**src/rtl/camera_capture_pkg.sv**
```systemverilog
// Shared definitions for the parallel camera capture path: FSM encoding,
// default frame geometry and the RGB565 field layout of an assembled pixel.
package camera_capture_pkg;

  typedef enum logic [1:0] {
    ST_SYNC    = 2'd0,  // waiting for the first vsync pulse after reset
    ST_IDLE    = 2'd1,  // between frames, waiting for the vsync falling edge
    ST_CAPTURE = 2'd2   // inside a captured frame
  } cap_state_t;

  localparam int H_PIXELS_DEF    = 160;
  localparam int V_LINES_DEF     = 120;
  localparam int BYTES_PER_PIXEL = 2;

  // RGB565 field positions inside pix_data, for frame-buffer consumers.
  localparam int RGB565_R_LSB = 11;
  localparam int RGB565_R_W   = 5;
  localparam int RGB565_G_LSB = 5;
  localparam int RGB565_G_W   = 6;
  localparam int RGB565_B_LSB = 0;
  localparam int RGB565_B_W   = 5;

  typedef struct packed {
    logic [RGB565_R_W-1:0] r;
    logic [RGB565_G_W-1:0] g;
    logic [RGB565_B_W-1:0] b;
  } rgb565_t;

endpackage

```
**src/rtl/cam_edge_detect.sv**
```systemverilog
// Registered rise/fall detector for a single camera strobe (vsync, href).
// The previous level is held in a flop; edge outputs compare it with the
// current input, so an edge is reported in the cycle it first appears.
module cam_edge_detect (
  input  logic clk_i,
  input  logic rst_i,
  input  logic sig_i,
  output logic rise_o,
  output logic fall_o
);

  logic sig_q;

  // Remember last cycle's level of the strobe.
  always_ff @(posedge clk_i) begin
    if (rst_i) begin
      sig_q <= 1'b0;
    end else begin
      sig_q <= sig_i;
    end
  end

  assign rise_o = sig_i & ~sig_q;
  assign fall_o = ~sig_i & sig_q;

endmodule

```
**src/rtl/camera_capture.sv**
```systemverilog
// Camera-side capture: pairs href bytes into RGB565 pixels and emits a
// linear frame-buffer write stream, with frame-done and sticky error flags.
module camera_capture
  import camera_capture_pkg::*;
#(
  parameter int H_PIXELS = H_PIXELS_DEF,
  parameter int V_LINES  = V_LINES_DEF,
  parameter int ADDR_W   = 15
) (
  input  logic              pclk,
  input  logic              rst,
  input  logic              capture_en,
  input  logic              vsync,
  input  logic              href,
  input  logic [7:0]        data,
  output logic [15:0]       pix_data,
  output logic [ADDR_W-1:0] pix_addr,
  output logic              pix_we,
  output logic              frame_done,
  output logic [7:0]        line_cnt,
  output logic              err_short,
  output logic              err_overflow
);

  localparam int COL_W = $clog2(H_PIXELS + 1);

  localparam logic [COL_W-1:0]  COL_MAX    = COL_W'(H_PIXELS);
  localparam logic [7:0]        LINE_MAX   = 8'(V_LINES);
  localparam logic [ADDR_W-1:0] LINE_PITCH = ADDR_W'(H_PIXELS);

  cap_state_t        state_q;
  logic              phase_q;
  logic [7:0]        hold_q;
  logic [COL_W-1:0]  col_q;
  logic [7:0]        line_cnt_q;
  logic [ADDR_W-1:0] addr_q;
  logic [ADDR_W-1:0] line_base_q;
  logic [15:0]       pix_data_q;
  logic [ADDR_W-1:0] pix_addr_q;
  logic              pix_we_q;
  logic              frame_done_q;
  logic              err_short_q;
  logic              err_overflow_q;

  logic href_eff;
  logic vsync_rise, vsync_fall;
  logic href_rise, href_fall;
  logic cur_phase;
  logic line_full;

  // Line data is only meaningful outside vertical blanking.
  assign href_eff = href & ~vsync;

  cam_edge_detect u_vsync_edge (
    .clk_i  (pclk),
    .rst_i  (rst),
    .sig_i  (vsync),
    .rise_o (vsync_rise),
    .fall_o (vsync_fall)
  );

  cam_edge_detect u_href_edge (
    .clk_i  (pclk),
    .rst_i  (rst),
    .sig_i  (href_eff),
    .rise_o (href_rise),
    .fall_o (href_fall)
  );

  // A new line always opens on a first byte, whatever phase was left over.
  assign cur_phase = href_rise ? 1'b0 : phase_q;

  // Completed pixels past the line or frame bounds are discarded.
  assign line_full = (col_q == COL_MAX) || (line_cnt_q == LINE_MAX);

  // Frame FSM, byte pairing, address generation and flags in one clocked block.
  always_ff @(posedge pclk) begin
    if (rst) begin
      state_q        <= ST_SYNC;
      phase_q        <= 1'b0;
      hold_q         <= '0;
      col_q          <= '0;
      line_cnt_q     <= '0;
      addr_q         <= '0;
      line_base_q    <= '0;
      pix_data_q     <= '0;
      pix_addr_q     <= '0;
      pix_we_q       <= 1'b0;
      frame_done_q   <= 1'b0;
      err_short_q    <= 1'b0;
      err_overflow_q <= 1'b0;
    end else begin
      // NOTE: strobes default low here so every path below yields a one-cycle
      // pulse; non-blocking assignments keep all state reads at pre-edge values.
      pix_we_q     <= 1'b0;
      frame_done_q <= 1'b0;

      unique case (state_q)
        ST_SYNC: begin
          if (vsync) state_q <= ST_IDLE;
        end

        ST_IDLE: begin
          if (vsync_fall) begin
            phase_q     <= 1'b0;
            col_q       <= '0;
            line_cnt_q  <= '0;
            addr_q      <= '0;
            line_base_q <= '0;
            if (capture_en) state_q <= ST_CAPTURE;
          end
        end

        ST_CAPTURE: begin
          if (vsync_rise) begin
            // End of frame wins over a coincident line end.
            frame_done_q <= 1'b1;
            phase_q      <= 1'b0;
            state_q      <= ST_IDLE;
            if (line_cnt_q != LINE_MAX) err_short_q <= 1'b1;
          end else if (href_fall) begin
            col_q <= '0;
            if (line_cnt_q != LINE_MAX) begin
              line_cnt_q  <= line_cnt_q + 8'd1;
              line_base_q <= line_base_q + LINE_PITCH;
              addr_q      <= line_base_q + LINE_PITCH;
            end
            if (phase_q) begin
              err_short_q <= 1'b1;
              phase_q     <= 1'b0;
            end
          end else if (href_eff) begin
            if (!cur_phase) begin
              hold_q  <= data;
              phase_q <= 1'b1;
            end else begin
              phase_q <= 1'b0;
              if (line_full) begin
                err_overflow_q <= 1'b1;
              end else begin
                pix_data_q <= {hold_q, data};
                pix_addr_q <= addr_q;
                pix_we_q   <= 1'b1;
                addr_q     <= addr_q + ADDR_W'(1);
                col_q      <= col_q + COL_W'(1);
              end
            end
          end
        end

        default: state_q <= ST_SYNC;
      endcase
    end
  end

  assign pix_data     = pix_data_q;
  assign pix_addr     = pix_addr_q;
  assign pix_we       = pix_we_q;
  assign frame_done   = frame_done_q;
  assign line_cnt     = line_cnt_q;
  assign err_short    = err_short_q;
  assign err_overflow = err_overflow_q;

endmodule

```
**config.mk**
```make
export PLATFORM = sky130hd
export DESIGN_NAME = camera_capture
export DESIGN_NICKNAME = d
export VERILOG_FILES = /design/src/rtl/camera_capture_pkg.sv /design/src/rtl/cam_edge_detect.sv /design/src/rtl/camera_capture.sv
export SDC_FILE = /design/constraint.sdc
export NUM_CORES = 1
export LEC_CHECK = 0
export ABC_AREA = 0
export CAP_MARGIN = 25
export CORE_ASPECT_RATIO = 0.5
export CORE_MARGIN = 3
export CORE_UTILIZATION = 55
export DETAILED_ROUTE_END_ITERATION = 6
export GPL_TIMING_DRIVEN = 0
export HOLD_SLACK_MARGIN = 0.02
export PLACE_DENSITY = 0.79
export SLEW_MARGIN = 20
export SYNTH_ARGS = -nofsm -noshare
export SYNTH_HDL_FRONTEND = slang
export SYNTH_SLANG_ARGS = --single-unit
export TNS_END_PERCENT = 10
```
**constraint.sdc**
```tcl
create_clock -name pclk -period 2.25 [get_ports pclk]
set_input_delay 0.45 -clock pclk [delete_from_list [all_inputs] [get_ports pclk]]
set_output_delay 0.45 -clock pclk [all_outputs]
set_load 0.05 [all_outputs]
```
==> flow_metrics.env <==
export IMPL_wl_um=10800
export IMPL_postCtsHoldBufs=0
export IMPL_vias_per_cell=5.86
export IMPL_endpoint="addr_q[6]"
export IMPL_seq_power_share_pct=40.6
export IMPL_syn_inst=489
export IMPL_die_h_um=69.3
export IMPL_setup_violations=0
export IMPL_ys_ff_latch=89
export IMPL_synth_top_area_share_pct=40.4
export IMPL_r2r_slack_ns=0.17
export IMPL_syn_nets=511
export IMPL_critPathMaxFanout=10
export IMPL_rsz0062_at_grt="false"
export IMPL_layout_drive_gt1_share_pct=10.7
export IMPL_start_kind="flop"
export IMPL_synth_area_mm2=0.00441
export IMPL_total_power_mw=4.11
export IMPL_path_cells="inv_1, ha_1, or3b_4, or3_4, nand4_2, buf_6, buf_8, a31oi_1, o32ai_1"
export IMPL_grt_first_pass_wirelength_um=17700
export IMPL_drtIter0Drc=369
export IMPL_worst_r2r_startpoint="line_cnt[0]"
export IMPL_status="finished clean"
export IMPL_gp_congestion=0.863
export IMPL_drc=0
export IMPL_drv_cap=0
export IMPL_slowest_stage="or3b_4"
export IMPL_max_freq_ghz=0.481
export IMPL_yosysMostFrequentCell="dfxtp_1"
export IMPL_tns_ns=0
export IMPL_min_period_ns=2.08
export IMPL_avgSynthCellArea_um2=9.01
export IMPL_tightest_slew_ns=0.654
export IMPL_fin_worst_skew_ns=0.00494
export IMPL_grt_pass1_vias=3513
export IMPL_post_drt_wl_per_cell_um=16.2
export IMPL_preCtsSetupSlack_ns=-0.0462
export IMPL_switching_share_pct=33.5
export IMPL_pwr_share_clk_pct=33.8
export IMPL_postCtsResizedCells=0
export IMPL_intPower_mw=2.73
export IMPL_num_vias=3911
export IMPL_numCtsBuffers=9
export IMPL_die_area_mm2=0.00919
export IMPL_cts_sinks=89
export IMPL_start_util_pct=58.4
export IMPL_power_frac_comb_pct=25.6
export IMPL_yosys_top_cells_area="dfxtp_1 40%, mux2i_1 10%, nor2_1 6.1%"
export IMPL_hold_violations=0
export IMPL_fin_crit_sh_pct=92.3
export IMPL_dp_final_hpwl_um=7620
export IMPL_synth_edf_count=0
export IMPL_clock_latency_ns=0.34
export IMPL_ant_nets=0
export IMPL_antenna_cells=0
export IMPL_required_ns=2.49
export IMPL_cts_tree="yes"
export IMPL_ff2ff_path_depth=9
export IMPL_nNetsFinal=576
export IMPL_clockBufferDepth=2
export IMPL_crit_path_end_kind="flop"
export IMPL_grt_usage_pct=23.7
export IMPL_overflow=0
export IMPL_synth_seq_area_share_pct=40.4
export IMPL_cp_startpoint="line_cnt[0]"
export IMPL_fin_util_pct=71.4
export IMPL_ys_top_cells_by_count="89 x dfxtp_1, 72 x nor2_1, 46 x mux2i_1"
export IMPL_crit_path_max_incr_delay_ns=0.41
export IMPL_report_final_slew_viol_count=0
export IMPL_io_pins=56
export IMPL_post_cts_setup_buffer_count=0
export IMPL_ys_flop_type="dfxtp_1"
export IMPL_leakagePower_nw=2.10
export IMPL_ir_drop_mv=0.440
export IMPL_grt_max_degree=16
export IMPL_holdCritPathClass="input pin to flop"
export IMPL_synth_async_reset_ratio_pct=0
export IMPL_worstSetupPathType="flop to flop"
export IMPL_drt_pass1_iter_count=5
export IMPL_core_area_mm2=0.00754
export IMPL_cts_root_buf="clkbuf_16"
export IMPL_clk_pin_slew_ns=0.06
export IMPL_die_w_um=133
export IMPL_crit_arrival_ns=2.32
export IMPL_reg2reg_to="addr_q[6]"
export IMPL_power_switching_mw=1.38
export IMPL_yosys_warnings=0
export IMPL_grt_antenna_before_repair=0
export IMPL_power_density_mw_per_mm2=764
export IMPL_maxSlewHeadroom_pct=56.4
export IMPL_synth_distinct_cells=67
export IMPL_num_rows=22
export IMPL_htreeDepth=3
export IMPL_portBuffers=54
export IMPL_setup_ws_ns=0.172
export IMPL_area_growth_pct=22.3
export IMPL_yosysTopAreaCell="dfxtp_1"
## cell type report
cell class / instances / area, um^2
Multi-Input combinational cell: 359 / 2420
Buffer: 25 / 171
Inverter: 16 / 60.1
Clock buffer: 11 / 233
Fill cell: 618 / 2160
Sequential cell: 89 / 1780
Tap cell: 108 / 135
Clock inverter: 5 / 40.0
Timing Repair Buffer: 54 / 541
## logic make-up after synthesis
family          Yosys count  share of synthesized area [%]
flops                    89                           40.4
simple gates            189                           21.4
mux                      49                           11.2
xor+xnor                 21                           4.18
buf+inv                  41                           5.25
fa+ha+maj                 9                           2.56
compound gates           91                           14.9
## worst max-delay path: cells and delay by family (launching register included)
kind | cells | cell delay [ns]
compound gates | 2 | 0.21
fa+ha+maj | 1 | 0.14
buf+inv | 3 | 0.40
flops | 1 | 0.34
simple gates | 3 | 0.89
## metrics by stage
| step | area [um^2] | std cells | hold slack, ns |
|---|---|---|---|
| finish | 5390 | 667 | 0.458 |
| CTS | 5360 | 667 | 0.444 |
| global route | 5390 | 667 | 0.454 |
| floorplan | 4410 | 489 | 0.460 |
| detailed placement | 5080 | 651 | 0.474 |
| global placement | 5080 | 651 | 0.454 |
## metal layers
metal  vias up  global-route usage (%)  part of all wire, %
li1       1883                       -                    -
met1      1836                    35.8                   49
met2       179                    33.6                   42
met3        13                    5.14                  8.1
met4         0                    7.03                  1.1
met5         -                       0                    0
## worst min path at each step
stage | to | cells after the start | startpoint
2_1_floorplan | pix_data[10] | 2 | hold_q[2]
3_3_place_gp | err_overflow | 2 | err_overflow
3_5_place_dp | err_overflow | 2 | err_overflow
4_1_cts | u_vsync_edge.sig_q | 2 | vsync
5_1_grt | u_vsync_edge.sig_q | 2 | vsync
6_report | u_vsync_edge.sig_q | 2 | vsync
## power groups by stage
stage	Combinational (mW)	Sequential, mW	Clock (mW)
final	1.05	1.67	1.39
after global routing	1.16	1.68	1.50
after CTS	0.991	1.67	1.42
after detailed placement	0.986	1.70	0
after global placement	0.973	1.70	0
after floorplan	0.723	1.71	0
## flip-flops by register name (all words and copies together) (netlist names)
name and cells:
line_cnt 8, line_base_q 10, hold_q 8, err_overflow 1, u_vsync_edge.sig_q 1, pix_we 1
u_href_edge.sig_q 1, pix_addr 15, addr_q 15, pix_data 16, state_q 2, col_q 8
phase_q 1, frame_done 1, err_short 1
## cell usage in the layout, fill, tap and decap left out, types with 3 or more instances in the layout
master,n
nand3_1,20
nor2b_1,5
buf_2,5
o2111ai_1,4
xor2_1,6
mux2_2,3
dfxtp_1,88
or4_1,3
a21o_1,3
nand2_1,33
a21oi_1,25
clkinvlp_4,3
o31ai_1,4
o21ai_0,12
a311oi_1,5
buf_6,3
clkbuf_1,13
buf_8,4
nand4_1,6
mux2i_1,46
o22ai_1,3
nor4_1,7
nand2b_1,6
or3_1,7
ha_1,8
clkdlybuf4s50_1,54
nor3_1,6
clkbuf_16,9
and3_1,3
xnor2_1,15
a32o_1,5
a211oi_1,6
a21oi_2,4
nor2_1,72
inv_1,14
Note: power is estimated with default switching activity, not from simulation.
